$ cat config.mk
export PLATFORM = sky130hd
export DESIGN_NAME = vr_vc_converter
export DESIGN_NICKNAME = d
export VERILOG_FILES = /design/src/rtl/vr_vc_converter.sv
export SDC_FILE = /design/constraint.sdc
export NUM_CORES = 1
export LEC_CHECK = 0
export BUFFER_PORTS_ARGS = -buffer_cell sky130_fd_sc_hd__buf_2
export CAP_MARGIN = 20
export CORE_AREA = 2 2 39 41
export CTS_CLUSTER_SIZE = 12
export DETAILED_ROUTE_END_ITERATION = 10
export DIE_AREA = 0 0 41 43
export PLACE_DENSITY = 0.69
export SYNTH_ARGS = -nofsm -noshare
export SYNTH_HDL_FRONTEND = slang
export SYNTH_SLANG_ARGS = --single-unit
export TNS_END_PERCENT = 1
$ cat constraint.sdc
create_clock -name clk -period 1.7 [get_ports clk]
set_input_delay 0.17 -clock clk [delete_from_list [all_inputs] [get_ports clk]]
set_output_delay 0.17 -clock clk [all_outputs]
set_load 0.01 [all_outputs]
$ cat src/rtl/vr_vc_converter.sv
// Valid/ready to valid/credit converter: accepts flits from a valid/ready producer
// and forwards them over a credit-controlled link with a single output register.
module vr_vc_converter #(
    parameter int DATA_WIDTH = 8,
    parameter int CREDIT_NUM = 2
) (
    input  logic                              clk,
    input  logic                              rst,
    input  logic [DATA_WIDTH-1:0]             s_data_i,
    input  logic                              s_valid_i,
    output logic                              s_ready_o,
    output logic [DATA_WIDTH-1:0]             m_data_o,
    output logic                              m_valid_o,
    input  logic                              m_credit_i,
    output logic [$clog2(CREDIT_NUM+1)-1:0]   credit_cnt_o,
    output logic                              credit_err_o
);

    localparam int CW = $clog2(CREDIT_NUM + 1);
    localparam logic [CW-1:0] CNT_MAX = CW'(CREDIT_NUM);

    logic [CW-1:0] cnt;
    logic          xfer;
    logic          cnt_full;

    // Ready comes only from registered credit state, so a returned credit is
    // usable one cycle later and there is no comb path credit -> ready.
    assign s_ready_o    = (cnt != '0);
    assign xfer         = s_valid_i & s_ready_o;
    assign cnt_full     = (cnt == CNT_MAX);
    assign credit_cnt_o = cnt;

    always_ff @(posedge clk) begin
        if (rst) begin
            cnt          <= '0;
            m_valid_o    <= 1'b0;
            m_data_o     <= '0;
            credit_err_o <= 1'b0;
        end else begin
            m_valid_o <= xfer;
            if (xfer) begin
                m_data_o <= s_data_i;
            end

            if (xfer && !m_credit_i) begin
                cnt <= cnt - 1'b1;
            end else if (!xfer && m_credit_i) begin
                if (cnt_full) begin
                    credit_err_o <= 1'b1;
                end else begin
                    cnt <= cnt + 1'b1;
                end
            end
        end
    end

endmodule

Word-level counts from Yosys, hierarchy flattened
Index checks and enable logic that the tools add are counted.
{"block": "op_classes", "n_div": 0, "bitwise": 2, "n_shift": 0, "n_reduce_logical": 8, "mul": 0, "n_mux": 3, "n_eq_ne": 2, "n_addsub": 2, "magnitude_cmp": 0}
{"cell": "2-to-1 mux 2 bit", "count": 3}
{"cell": "nonzero test 2 bit", "count": 2}
{"cell": "AND reduction 3 bit", "count": 1}
{"cell": "adder 2 x 1 -> 2 bit (second input constant)", "count": 1}
{"cell": "equality test 2 bit (second input constant)", "count": 1}
{"cell": "logical AND 1 bit", "count": 2}
{"cell": "zero test 1 bit", "count": 2}
{"cell": "!= test 2 x 1 -> 1 bit (second input constant)", "count": 1}
{"cell": "AND reduction 2 bit", "count": 1}
{"cell": "subtractor 2 x 1 -> 2 bit (second input constant)", "count": 1}
{"cell": "bitwise AND 1 bit", "count": 1}
{"cell": "NOT 1 bit", "count": 1}
{"block": "totals", "mem_bits_rw": 0, "output_inout_bits": 13, "rom_bits": 0, "mem_count": 0, "regBits": 12, "latchBits": 0}

Logic depth before layout (Yosys ltp)
{"block": "depth", "ltp_word": 6, "mapped_depth": 6}

Least setup slack after synthesis
No wires, ideal clock.
{"block": "synth_timing", "path_type": "reg2reg", "startpoint": "reg cnt[0], in the netlist credit_cnt_o[0]", "endpoint": "reg cnt[1], in the netlist credit_cnt_o[1]", "required_time_ps": 1629, "arrival_ps": 1601, "n_path_buf": 0, "slack_ps": 28, "path_stages_with_launch": 6, "path_cell_list": "dfxtp_1 -> o21ai_0 -> clkinv_1 -> ha_1 -> or3_1 -> a21oi_1"}
{"block": "synth_via", "elab_chain_cells": 6, "word_cells_on_any_way": 14, "classes_between": "2 x add/sub; 2 x eq/ne; 3 x mux; 1 x bitwise; 6 x reduce/logical"}
{"item": "start: declaration", "line": "22", "rtl": "logic [CW-1:0] cnt;"}
{"item": "start signal: assignment", "line": "46", "rtl": "cnt <= cnt - 1'b1;"}
{"item": "start signal: assignment", "line": "51", "rtl": "cnt <= cnt + 1'b1;"}
{"item": "nonzero test 2 bit *", "line": "28", "rtl": "assign s_ready_o = (cnt != '0);"}
{"item": "bitwise AND 1 bit *", "line": "29", "rtl": "assign xfer = s_valid_i & s_ready_o;"}
{"item": "via xfer", "line": "23", "rtl": "logic xfer;"}
{"item": "zero test 1 bit", "line": "47", "rtl": "end else if (!xfer && m_credit_i) begin"}
{"item": "logical AND 1 bit", "line": "47"}
{"item": "nonzero test 2 bit (no line)"}
{"item": "AND reduction 2 bit (no line)"}
Mark *: on every way through the listed nets, which the timed path passes. The rest lies on a longest branch. The select of a mux whose other input is x is not followed.
A chain may end at the register's enable or synchronous reset.

Worst setup path in the final report
{"block": "layout_timing", "startpoint": "reg cnt[1], in the netlist credit_cnt_o[1]", "endpoint": "reg cnt[1], in the netlist credit_cnt_o[1]"}
The elaborated chain is that of the path after synthesis.

==> results.tsv <==
metric	value	unit
status	finished clean	
dp.cells	97	
root_buffer	clkbuf_4	
initial_core_util	0.330	
firstDrtPassIters	2	
clock.fmax	0.651	GHz
path_clk_slew	0.08	ns
htreeDepth	1	
cts_tree	done	
port_buffers	24	
synthTopCellsByArea	dfxtp_1, nand2_1, a21oi_1, ha_1, or3_1	
p_per_area	1250	nW/um2
cts.path.max_buffers	2	
ys_seq_area_frac	0.526	
placed_area	611	um2
vdd_ir_drop_max	0.507	mV
pre_cts_ws	0.111	ns
min_path_type	primary input to flip-flop	
hpwl	793	um
globalRouteOverflowTotal	0	
finClkSkew	0.00276	ns
num_vias	466	
hold_viol	0	
track_usage	0.144	
ys_ff_latch	12	
synth_top_area_frac	0.526	
fp-row-count	14	
ioPinCount	25	
mappedNetlistNets	70	
power_switching	0.246	mW
ys_types	15	
ctsHoldBuffers	0	
grt_pass1_wl	1680	um
max_slew_margin	0.855	
p_leak	0.318	nW
startpoint_type	flip-flop	
combPwrFrac	0.303	
nets	100	
coreArea	1380	um2
fin_tns_setup	0	ns
clk_latency	0.27	ns
stdcell_area	647	um2
yosysWarningCount	0	
die-area	1760	um2
drc	0	
worst_pin_slew	0.217	ns
power	0.809	mW
layoutNonFillerInstCount	101	
final_common_cell	buf_2	
drv_cap	0	
critPathKind	flip-flop to flip-flop	
antenna_found_initial	0	
mostFrequentLayoutCells	buf_2, nand2_1, dfxtp_1	
fp.dieH	43	um
p_clk_frac	0.275	
n_antenna_cell	0	
end_kind	flip-flop	
finalWorstSetupSlack	0.165	ns
vias_per_cell	4.61	
internal_power	0.563	mW
postSynthCellCount	56	
ctsResizeCount	0	
synth_top_cell_by_area	dfxtp_1	
synth_area	457	um2
grt_max_degree	13	
detail_route.wl_per_cell	10.4	um
postSynthAreaPerCell	8.16	um2
rsz0062_at_grt	false	
crit_required	1.90	ns
critPathBufInv	1	
post_cts_buffers	0	
dr.first_iter.drc_count	3	
arrival	1.74	ns
syn_to_final_growth	41.6	%
antenna_left	0	
critPathSlowestCell	dfxtp_1	
power_frac_seq	0.422	
grt_pass1_vias	434	
switching_share	0.304	
critPathMaxStageDelay	0.35	ns
final-setup-viol-count	0	
numCtsBuffers	3	
place_congestion	0.717	
cts_sinks	12	
cp_max_fo	6	
die_x	41	um
drive_gt1_frac	0.376	
routed_wl	1050	um
worstPathCellList	o21ai_1 -> clkinv_1 -> ha_1 -> or3_1 -> a21oi_1	
drv_slew	0	
crit_family	flip-flops	
timing.final.crit_share	0.903	
min_period	1.54	ns
==> path summary, 6_finish.rpt <==
kind              slack (ns)  cells past startpoint                      endpoint                    startpoint
hold / removal          0.13                      3      m_data_o[1]$_SDFFE_PP0P_                   s_data_i[1]
hold reg to reg         0.45                      2      m_data_o[4]$_SDFFE_PP0P_      m_data_o[4]$_SDFFE_PP0P_
setup reg to reg        0.16                      5  credit_cnt_o[1]$_SDFFE_PP0P_  credit_cnt_o[1]$_SDFFE_PP0P_
setup / recovery        0.16                      5  credit_cnt_o[1]$_SDFFE_PP0P_  credit_cnt_o[1]$_SDFFE_PP0P_
==> cells in the mapped netlist <==
library cell / instances
nand2_1: 17
or3_1: 2
nor2b_1: 1
or2_2: 1
ha_1: 2
dfxtp_1: 12
buf_2: 1
xnor2_1: 1
clkinv_1: 1
a31oi_1: 1
inv_1: 2
clkbuf_1: 1
nor2_1: 2
o21ai_0: 2
a21oi_1: 10
==> through the flow <==
stage	hold slack [ns]	util
6_report	0.133	0.467
5_1_grt	0.128	0.467
3_5_place_dp	0.419	0.441
2_1_floorplan	0.239	-
3_3_place_gp	0.411	0.441
4_1_cts	0.124	0.467
==> logic make-up after synthesis <==
family / count (synthesis) / synth area share
fa+ha+maj: 2 / 0.0548
buf+inv: 5 / 0.0438
flops: 12 / 0.526
compound gates: 13 / 0.145
xor+xnor: 1 / 0.0192
simple gates: 23 / 0.211
==> area by class of cell <==
| type | instances | area (um2) |
|---|---|---|
| fillers | 144 | 737 |
| flip-flops and latches | 12 | 240 |
| multi-input cells | 39 | 196 |
| repair buffers | 27 | 143 |
| clock buffers | 4 | 36.3 |
| well taps | 16 | 20.0 |
| inverters | 3 | 11.3 |
==> power by group through the flow <==
| stage | Combinational (mW) | Sequential (mW) | Clock (mW) |
|---|---|---|---|
| global route | 0.276 | 0.347 | 0.247 |
| floorplan | 0.116 | 0.371 | 0 |
| finish | 0.245 | 0.341 | 0.223 |
| CTS | 0.247 | 0.340 | 0.233 |
| detailed placement | 0.246 | 0.347 | 0 |
| global placement | 0.239 | 0.344 | 0 |
==> sequential cells by signal, indices dropped and copies added (netlist names) <==
name,cells
m_data_o,8
credit_cnt_o,2
credit_err_o,1
m_valid_o,1
==> tightest hold or removal path, delay by kind of cell <==
kind	cells	cell delay [ns]
compound gates	1	0.05
buf+inv	1	0.09
simple gates	1	0.04
==> per-layer routing <==
layer | vias up | GRT usage | routed length (um) | share of wire
li1 | 237 | - | - | -
met1 | 215 | 0.175 | 477 | 0.46
met2 | 12 | 0.213 | 495 | 0.47
met3 | 2 | 0.0314 | 60 | 0.057
met4 | 0 | 0.100 | 13 | 0.012
met5 | - | 0 | 0 | 0
(Power assumes the default switching activity.)
